==> config.mk <==
export PLATFORM = sky130hd
export DESIGN_NAME = mem_arbiter
export DESIGN_NICKNAME = d
export VERILOG_FILES = /design/src/rtl/mem_pkg.sv /design/src/rtl/arb_starve_cnt.sv /design/src/rtl/mem_arbiter.sv
export SDC_FILE = /design/constraint.sdc
export NUM_CORES = 1
export LEC_CHECK = 0
export CAP_MARGIN = 20
export CORE_AREA = 2 2 107 109
export CTS_CLUSTER_DIAMETER = 120
export DETAILED_ROUTE_END_ITERATION = 7
export DIE_AREA = 0 0 109 111
export GPL_TIMING_DRIVEN = 0
export HOLD_SLACK_MARGIN = 0.02
export SYNTH_ARGS = -nofsm -noshare
export SYNTH_HDL_FRONTEND = slang
export SYNTH_SLANG_ARGS = --single-unit
==> constraint.sdc <==
create_clock -name clk -period 1.8 [get_ports clk]
set_input_delay 0.36 -clock clk [delete_from_list [all_inputs] [get_ports clk]]
set_output_delay 0.36 -clock clk [all_outputs]
set_load 0.05 [all_outputs]
==> src/rtl/mem_pkg.sv <==
// mem_pkg: shared types and width defaults for the memory arbiter.
//   arb_state_t - response ownership state (IDLE / OWN_I / OWN_D)
//   MEM_*       - default address/data widths and starvation limit
package mem_pkg;
    typedef enum logic [1:0] {IDLE, OWN_I, OWN_D} arb_state_t;
    localparam int MEM_ADDR_W     = 32;
    localparam int MEM_DATA_W     = 32;
    localparam int MEM_MAX_STARVE = 4;
endpackage

==> src/rtl/arb_starve_cnt.sv <==
// arb_starve_cnt: saturating count of consecutive denied instruction requests.
//   clk, reset (async active-low)
//   req_i - instruction request pending, gnt_i - instruction request granted
//   sat_o - counter has reached MAX_STARVE
module arb_starve_cnt #(
    parameter int MAX_STARVE = 4
) (
    input  logic clk,
    input  logic reset,
    input  logic req_i,
    input  logic gnt_i,
    output logic sat_o
);
    localparam int CW = $clog2(MAX_STARVE + 1);
    logic [CW-1:0] cnt_q, cnt_d;
    always_comb begin
        sat_o = cnt_q == CW'(MAX_STARVE);
        cnt_d = (req_i && !gnt_i) ? (sat_o ? cnt_q : cnt_q + 1'b1) : '0;
    end
    always_ff @(posedge clk or negedge reset) begin
        if (!reset) cnt_q <= '0;
        else        cnt_q <= cnt_d;
    end
endmodule

==> src/rtl/mem_arbiter.sv <==
// mem_arbiter: arbitrates an instruction and a data port onto one single-port memory.
//   clk, reset (async active-low)
//   i_req/i_a/i_gnt, i_rvalid/i_rdata, i_kill - instruction fetch channel (read-only)
//   d_req/d_we/d_a/d_wd/d_wmask/d_gnt, d_rvalid/d_rdata - data channel
//   mem_en/mem_we/mem_a/mem_wd/mem_wmask/mem_rd - memory, 1-cycle read latency
module mem_arbiter
    import mem_pkg::*;
#(
    parameter int ADDR_W     = MEM_ADDR_W,
    parameter int DATA_W     = MEM_DATA_W,
    parameter int MAX_STARVE = MEM_MAX_STARVE
) (
    input  logic                clk,
    input  logic                reset,
    input  logic                i_req,
    input  logic [ADDR_W-1:0]   i_a,
    output logic                i_gnt,
    output logic                i_rvalid,
    output logic [DATA_W-1:0]   i_rdata,
    input  logic                i_kill,
    input  logic                d_req,
    input  logic                d_we,
    input  logic [ADDR_W-1:0]   d_a,
    input  logic [DATA_W-1:0]   d_wd,
    input  logic [DATA_W/8-1:0] d_wmask,
    output logic                d_gnt,
    output logic                d_rvalid,
    output logic [DATA_W-1:0]   d_rdata,
    output logic                mem_en,
    output logic                mem_we,
    output logic [ADDR_W-1:0]   mem_a,
    output logic [DATA_W-1:0]   mem_wd,
    output logic [DATA_W/8-1:0] mem_wmask,
    input  logic [DATA_W-1:0]   mem_rd
);
    arb_state_t state_q, state_d;
    logic       starve_sat;

    arb_starve_cnt #(.MAX_STARVE(MAX_STARVE)) u_starve (
        .clk   (clk),
        .reset (reset),
        .req_i (i_req),
        .gnt_i (i_gnt),
        .sat_o (starve_sat)
    );

    // Grants are gated by reset so nothing reaches the memory while it is held.
    always_comb begin
        d_gnt     = reset & d_req & ~(i_req & starve_sat);
        i_gnt     = reset & i_req & ~d_gnt;
        mem_en    = i_gnt | d_gnt;
        mem_we    = d_gnt & d_we;
        mem_a     = i_gnt ? i_a : d_a;
        mem_wd    = d_wd;
        mem_wmask = mem_we ? d_wmask : '0;
        state_d   = i_gnt ? OWN_I : (d_gnt && !d_we) ? OWN_D : IDLE;
        i_rvalid  = (state_q == OWN_I) & ~i_kill;
        d_rvalid  = state_q == OWN_D;
    end

    assign i_rdata = mem_rd;
    assign d_rdata = mem_rd;

    always_ff @(posedge clk or negedge reset) begin
        if (!reset) state_q <= IDLE;
        else        state_q <= state_d;
    end
endmodule
==> reports/metrics.cfg, run 1 <==
[global_route]
grt_pass1_wl_mm = 9.00
grt_antenna_before_repair = 1
overflow = 0
grt_pass1_vias = 1973
grtUsageTotal_pct = 9.40
grt_max_degree = 12

[die]
dieWidth_um = 109
start_util_pct = 13.0
die_area_um2 = 12100
num_io_pins = 276
fp.dieH_um = 111
coreArea_um2 = 11100
row_count = 39

[pwr]
p_switching_uw = 893
pwr-share-comb_pct = 76.0
power.internal_uw = 1130
power_density_nw_per_um2 = 468
peakVddDrop_uv = 302
p_sw_share_pct = 44.2
power.leakage_uw = 0.00197
p_clk_share_pct = 17.8
seqPwrFrac_pct = 6.2

[clock_tree]
cts_tree = done
cts_made_buffers = 3
clock-sinks = 5
cts_buffer_depth = 2
cts_hold_buf = 0
h-tree-depth = 1
clkTransAtPathRegs_ps = 30
insertion_delay_ps = 220
cts_root_buf = clkbuf_16

[worst_setup_path]
r2r_end = state_q[0]
rrSetupSlack_ps = 410
critPathSlowestCell = dfrtp_1
path_buf_inv = 4
cp_max_fo = 10
worstPathArrival_ps = 1850
reg2reg_depth = 8
critPathTopFamily = buffers and inverters
r2r-start = u_starve.cnt_q[0]
crit_type = flop to output pin
required_ps = 1440
cpMostUsedCell = buf_12
crit_chain = inv_2 -> ha_4 -> nand2_4 -> a21oi_4 -> buf_12 -> buf_12 -> mux2_4 -> buf_6
critical_path_depth = 8
cp-start-kind = flop
slowest_delay_ps = 380
end_kind = output pin

[timing]
layout_setup_ws_ps = -413
finClkSkew_ps = 0.364
period_minus_slack_ps = 2210
hold_violations = 0
finalSetupViolations = 39
worst_slew_pin_slew_ps = 529
max_freq_ghz = 0.452
timing.hold.ws_ps = 80.8
setup_tns_ps = -13670
period_share_pct = 123
drv_slew = 0
rsz0062_at_grt = true
relSlewSlack_pct = 64.9

[run_status]
violations = setup timing
status = complete, but fails checks

[detailed_routing]
viasPerCell = 3.52
wire_per_inst_um = 11.7
antenna_left = 0
wirelength_mm = 6.38
drt-initial-drc-count = 34
drc_errors = 0
dr_total_vias = 1914
drt-pass1-iter-count = 3

[placement]
place_congestion = 0.717
dp_hpwl_mm = 5.51
io_buffers = 210
pre_cts_ws_ps = -1370
dpl_cell_area_um2 = 3880

[logic_synthesis]
syn_area_per_cell_um2 = 8.62
yosysUniqueCellTypes = 20
syn_nets = 307
yosys_warnings = 0
ys_seq_elements = 5
ys_seq_area_share_pct = 8.69
synth_cells = 167
syn_area_um2 = 1440

[job]
drv_cap = 0

[layout]
layout.nets = 542
final_area_um2 = 4320
fillers = 1093
syn2layout_area_growth_pct = 200
drive_gt1_share_pct = 52.4
diodes = 0

[worst_hold_path]
hold_class = input pin to async pin

[area by class of cell]
| type | count | area, um2 | area share [%] |
|---|---|---|---|
| plain buffers | 100 | 788 | 18.3 |
| repair buffers | 230 | 2410 | 55.9 |
| well taps | 143 | 179 | 4.14 |
| clock buffers | 4 | 78.8 | 1.83 |
| flip-flops and latches | 5 | 125 | 2.90 |
| multi-input cells | 60 | 728 | 16.9 |
| inverters | 2 | 7.51 | 0.174 |
[worst max-delay path by stage]
stage	startpoint	endpoint
final	u_starve.cnt_q[0]	mem_a[6]
after global routing	u_starve.cnt_q[0]	mem_a[6]
after CTS	u_starve.cnt_q[0]	mem_a[6]
after detailed placement	reset	mem_a[4]
after global placement	reset	mem_a[4]
after floorplan	u_starve.cnt_q[1]	mem_a[22]
[cells by family (layout without fill, tap and decap cells)]
family,after synthesis,in the layout,synth area share [%]
flops,5,5,8.69
mux,33,33,25.8
compound gates,7,7,3.82
fa+ha+maj,2,2,1.74
simple gates,18,18,6.52
buf+inv,102,336,53.4
[cell usage in the layout (no fill, tap or decap)]
cell type and instances:
a31oi_4 1, nor3b_2 1, buf_8 14, buf_12 5, mux2_2 1, buf_4 106
dlygate4sd2_1 2, clkdlybuf4s50_1 166, dfrtp_1 5, ha_1 1, a21oi_4 1, o21a_1 1
o211ai_1 1, nand2b_1 1, and3_4 4, nand2_1 7, o22ai_1 2, inv_2 2
and2_4 1, clkbuf_16 3, or2_2 1, nand2_4 1, clkbuf_1 1, nor2b_1 2
clkdlybuf4s15_2 2, mux2_4 32, a21oi_1 1, buf_6 34, clkdlybuf4s15_1 1, ha_4 1
[power groups by stage]
stage                     clock (uW)  sequential (uW)  combinational (uW)
after detailed placement           0              127                1450
after global placement             0              127                1440
after CTS                        366              125                1530
after global routing             378              125                1600
final                            360              125                1540
after floorplan                    0              125                 952
[what timing repair did]
action                                  CTS  global route
pin swaps                                 3             2
buffers inserted                         15             7
endpoints found under the setup margin   42            40
gates resized for setup                 308            12
[synthesized netlist by cell type]
| cell | number | share of area (%) |
|---|---|---|
| and3_1 | 4 | 1.7 |
| nand2b_1 | 1 | 0.43 |
| o21a_1 | 1 | 0.52 |
| mux2_2 | 31 | 24 |
| ha_1 | 2 | 1.7 |
| nand2_1 | 8 | 2.1 |
| a21oi_1 | 1 | 0.35 |
| buf_6 | 3 | 2.3 |
| o211ai_1 | 1 | 0.52 |
| nor3b_1 | 1 | 0.52 |
| dfrtp_1 | 5 | 8.7 |
| o22ai_1 | 2 | 0.87 |
| and2_1 | 1 | 0.43 |
| a21oi_4 | 1 | 1.1 |
| mux2_1 | 2 | 1.6 |
| nor2b_1 | 2 | 0.87 |
| inv_1 | 2 | 0.52 |
| a31oi_1 | 1 | 0.43 |
| buf_4 | 97 | 51 |
| or2_2 | 1 | 0.43 |
[metrics by stage]
| step | cells | power (uW) | utilization (%) |
|---|---|---|---|
| after floorplan | 167 | 1080 | - |
| after global placement | 520 | 1560 | 35.1 |
| after detailed placement | 520 | 1570 | 35.1 |
| after CTS | 539 | 2020 | 38.3 |
| after global routing | 544 | 2100 | 39.0 |
| final | 544 | 2020 | 39.0 |
[registers in the layout, summed over array words and instances (netlist names)]
register,cells
u_starve.cnt_q,3
state_q,2
[routing by layer]
| layer | track usage (%) | routed length [um] | up-vias |
|---|---|---|---|
| met2 | 18.8 | 3430 | 144 |
| li1 | - | - | 920 |
| met3 | 4.64 | 1010 | 4 |
| met1 | 8.26 | 1900 | 844 |
| met5 | 0 | 13 | - |
| met4 | 1.54 | 31 | 2 |
(Power assumes the default switching activity.)
==> inputs of run 2 (changes only) <==
- SYNTH_HIERARCHICAL: not set -> 1
==> run 2 against run 1 <==
  * The run still ends with setup timing left
  * Combinational power barely moved
  * Register-to-register slack got worse by 320 ps
  * Largest power group unchanged
  * Global-route usage decreased by 0.22 points
  * Via count shrank 3.6%
  * Power increased by 1.3%
  * Critical path type unchanged
==> reports/metrics.cfg, run 2 <==
[run_status]
status = complete, but fails checks
violations = setup timing

[timing]
drv_slew = 0  ; unchanged
max_freq_ghz = 0.433  ; -4.1%
timing.hold.ws_ps = 154  ; +72.9 ps
layout_setup_ws_ps = -508  ; -94.8 ps
worst_slew_pin_slew_ps = 525  ; -3.41 ps
rsz0062_at_grt = true
finalSetupViolations = 39  ; unchanged
period_minus_slack_ps = 2310  ; +94.8 ps
relSlewSlack_pct = 64.9  ; about the same
hold_violations = 0  ; unchanged
period_share_pct = 128  ; +5.3 points
finClkSkew_ps = 0.175  ; -0.189 ps

[clock_tree]
cts_root_buf = clkbuf_16
insertion_delay_ps = 230  ; about the same
clock-sinks = 5  ; unchanged
cts_made_buffers = 3  ; unchanged
cts_tree = done
clkTransAtPathRegs_ps = 30  ; about the same
h-tree-depth = 1  ; unchanged
cts_hold_buf = 0  ; unchanged
cts_buffer_depth = 2  ; unchanged

[pwr]
seqPwrFrac_pct = 6.2  ; about the same
p_sw_share_pct = 44.6  ; +0.48 points
pwr-share-comb_pct = 75.8  ; -0.2 points
p_clk_share_pct = 18.0  ; +0.2 points
power_density_nw_per_um2 = 485  ; +3.6%
power.internal_uw = 1130  ; +0.45%
peakVddDrop_uv = 470  ; +56%
p_switching_uw = 915  ; +2.4%
power.leakage_uw = 0.00201  ; +2.1%

[layout]
seqCellArea_um2 = 125  ; unchanged
postLayoutCoreUtil_pct = 38.1  ; -0.85 points
final_cell_count_no_fill = 533  ; -2.0%
largest_reg_flops = 3  ; unchanged
syn2layout_area_growth_pct = 193
diodes = 0  ; unchanged
layout.nets = 531  ; -2.0%
largest_register = u_starve/cnt_q
multi_input_area_um2 = 722  ; -0.86%
final_cell_mix = clkdlybuf4s50_1, buf_4, mux2_4
final_common_cell = clkdlybuf4s50_1
fillers = 1082  ; -1.0%
drive_gt1_share_pct = 51.0  ; -1.3 points
top_regs = u_starve/cnt_q x3, state_q x2

[worst_hold_path]
hold_class = input pin to async pin

[detailed_routing]
drt-initial-drc-count = 34  ; unchanged
wirelength_mm = 6.25  ; -2.0%
drt-pass1-iter-count = 2  ; -1
antenna_left = 0  ; unchanged
dr_total_vias = 1845  ; -3.6%
viasPerCell = 3.46  ; -1.6%
drc_errors = 0  ; unchanged
wire_per_inst_um = 11.7  ; about the same

[worst_setup_path]
slowest_delay_ps = 330  ; -50 ps
worstPathArrival_ps = 1950  ; +100 ps
r2r_end = u_starve/cnt_q[2]
critPathSlowestCell = dfrtp_1
critPathTopFamily = buffers and inverters
r2r-start = u_starve/cnt_q[1]
path_buf_inv = 4  ; unchanged
end_kind = output pin
crit_type = flop to output pin
reg2reg_depth = 8  ; unchanged
cp_max_fo = 5  ; -5
cp-start-kind = flop
required_ps = 1440  ; about the same
crit_chain = inv_1 -> ha_4 -> and2_4 -> o211ai_4 -> buf_12 -> clkbuf_16 -> mux2_4 -> buf_6
rrSetupSlack_ps = 90  ; -320 ps

[die]
fp.dieH_um = 111  ; unchanged
dieWidth_um = 109  ; unchanged
coreArea_um2 = 11100  ; unchanged
num_io_pins = 276  ; unchanged
die_area_um2 = 12100  ; unchanged
start_util_pct = 13.0  ; +0.034 points
row_count = 39  ; unchanged

[placement]
dp_cells = 519  ; -0.19%
io_buffers = 211  ; +0.48%
dp_hpwl_mm = 5.47  ; -0.87%
place_congestion = 0.679  ; -5.2%

[global_route]
grt_pass1_wl_mm = 8.90  ; -1.1%
grt_use_met2_pct = 18.8  ; +0.083 points
grt_use_met3_pct = 2.23  ; -2.4 points
grt_use_met1_pct = 8.71  ; +0.46 points
grt_antenna_before_repair = 0  ; -1
top_usage_layer = met2
grt_pass1_vias = 1784  ; -9.6%
grtUsageTotal_pct = 9.18  ; -0.22 points
overflow = 0  ; unchanged
grt_max_degree = 11  ; -1

[logic_synthesis]
ys.flop_type = dfrtp_1
synthArstFlopShare_pct = 100  ; unchanged
synth_edf_count = 0  ; unchanged
syn_area_per_cell_um2 = 8.75  ; +1.5%
synth_area_leaders = buf_4, mux2_2, dfrtp_1
yosysTopAreaCell = buf_4
ys_seq_area_share_pct = 8.67  ; -0.023 points
syn_area_um2 = 1440  ; +0.26%
synth_most_common_cell = buf_4
yosysUniqueCellTypes = 23  ; +15%
synth_top_area_share_pct = 49.9  ; -0.65 points
yosys_warnings = 6  ; +6
synth_cells = 165  ; -1.2%
ys_seq_elements = 5  ; unchanged
syn_nets = 305  ; -0.65%
synth_commonest_cells = buf_4, mux2_2, dfrtp_1, and3_1, inv_1

[job]
drv_cap = 0  ; unchanged

[run 2: cell types whose count changed after synthesis, moves of 2 or more]
cell / previous run / this run
inv_1: 2 / 4
a21oi_1: 1 / 3
nand3_1: 0 / 2
o22ai_1: 2 / 0
nand2_1: 8 / 1
[run 2: how the worst max path moves through the flow]
stage	start	endpoint	slack, ps	cells past startpoint
floorplan	u_starve/cnt_q[0]	mem_a[10]	-180	6
global placement	reset	mem_a[13]	-1110	5
detailed placement	reset	mem_a[20]	-1150	5
CTS	u_starve/cnt_q[0]	mem_a[9]	-510	8
global route	u_starve/cnt_q[0]	mem_a[7]	-560	8
finish	u_starve/cnt_q[1]	mem_a[7]	-510	8
[run 2: per-stage QoR]
stage	setup slack [ps]	instance area [um2]	TNS [ps]	total power (uW)
3_5_place_dp	-1150	3890	-44630	1610
4_1_cts	-505	4170	-16780	2060
2_1_floorplan	-178	1600	-6030	1100
5_1_grt	-559	4230	-18840	2130
6_report	-508	4230	-16560	2050
3_3_place_gp	-1110	3890	-43160	1600
[run 2: cell type report]
type | instances | area share (%)
well taps | 143 | 4.23
flip-flops and latches | 5 | 2.96
repair buffers | 222 | 55.5
multi-input cells | 57 | 17.1
clock buffers | 4 | 1.87
inverters | 4 | 0.355
plain buffers | 98 | 18.0
[run 2: metal layers]
layer / routed length, um / part of all wire, % / vias to the layer above
met4: 66 / 1.1 / 0
li1: - / - / 894
met2: 3510 / 56 / 131
met3: 780 / 12 / 6
met5: 0 / 0 / -
met1: 1900 / 30 / 814
[run 2: worst register-to-register path, cell delays in order, from the launching register on]
cell and delay [ps]:
dfrtp_1 330, inv_1 70, ha_4 160, and2_4 160, o211ai_4 210, buf_6 210
inv_1 90, nand2b_1 190, nor3_2 200
[run 2: timing repair]
action | in CTS | in global routing
buffers inserted | 8 | 1
hold endpoints to repair | 0 | 0
gates cloned | 1 | 1
pin swaps | 2 | 2
resized for setup | 298 | 10
setup endpoints to repair | 45 | 42
[run 2: power groups by stage]
stage,clock [uW],combinational (uW),sequential [uW]
after floorplan,0,966,129
after global placement,0,1470,130
after detailed placement,0,1480,131
after CTS,379,1550,127
after global routing,382,1610,128
final,368,1550,127
[run 2: cell families after synthesis]
family,Yosys count,share of synthesized area [%]
mux,32,25.0
simple gates,16,7.02
flops,5,8.67
fa+ha+maj,2,1.73
compound gates,7,4.33
buf+inv,103,53.3
==> inputs of run 3 (changes only) <==
- GPL_ROUTABILITY_DRIVEN: not set -> 0
==> results of run 3 <==
Same layout as run 2: the final DEF is identical, and so are final timing and power.
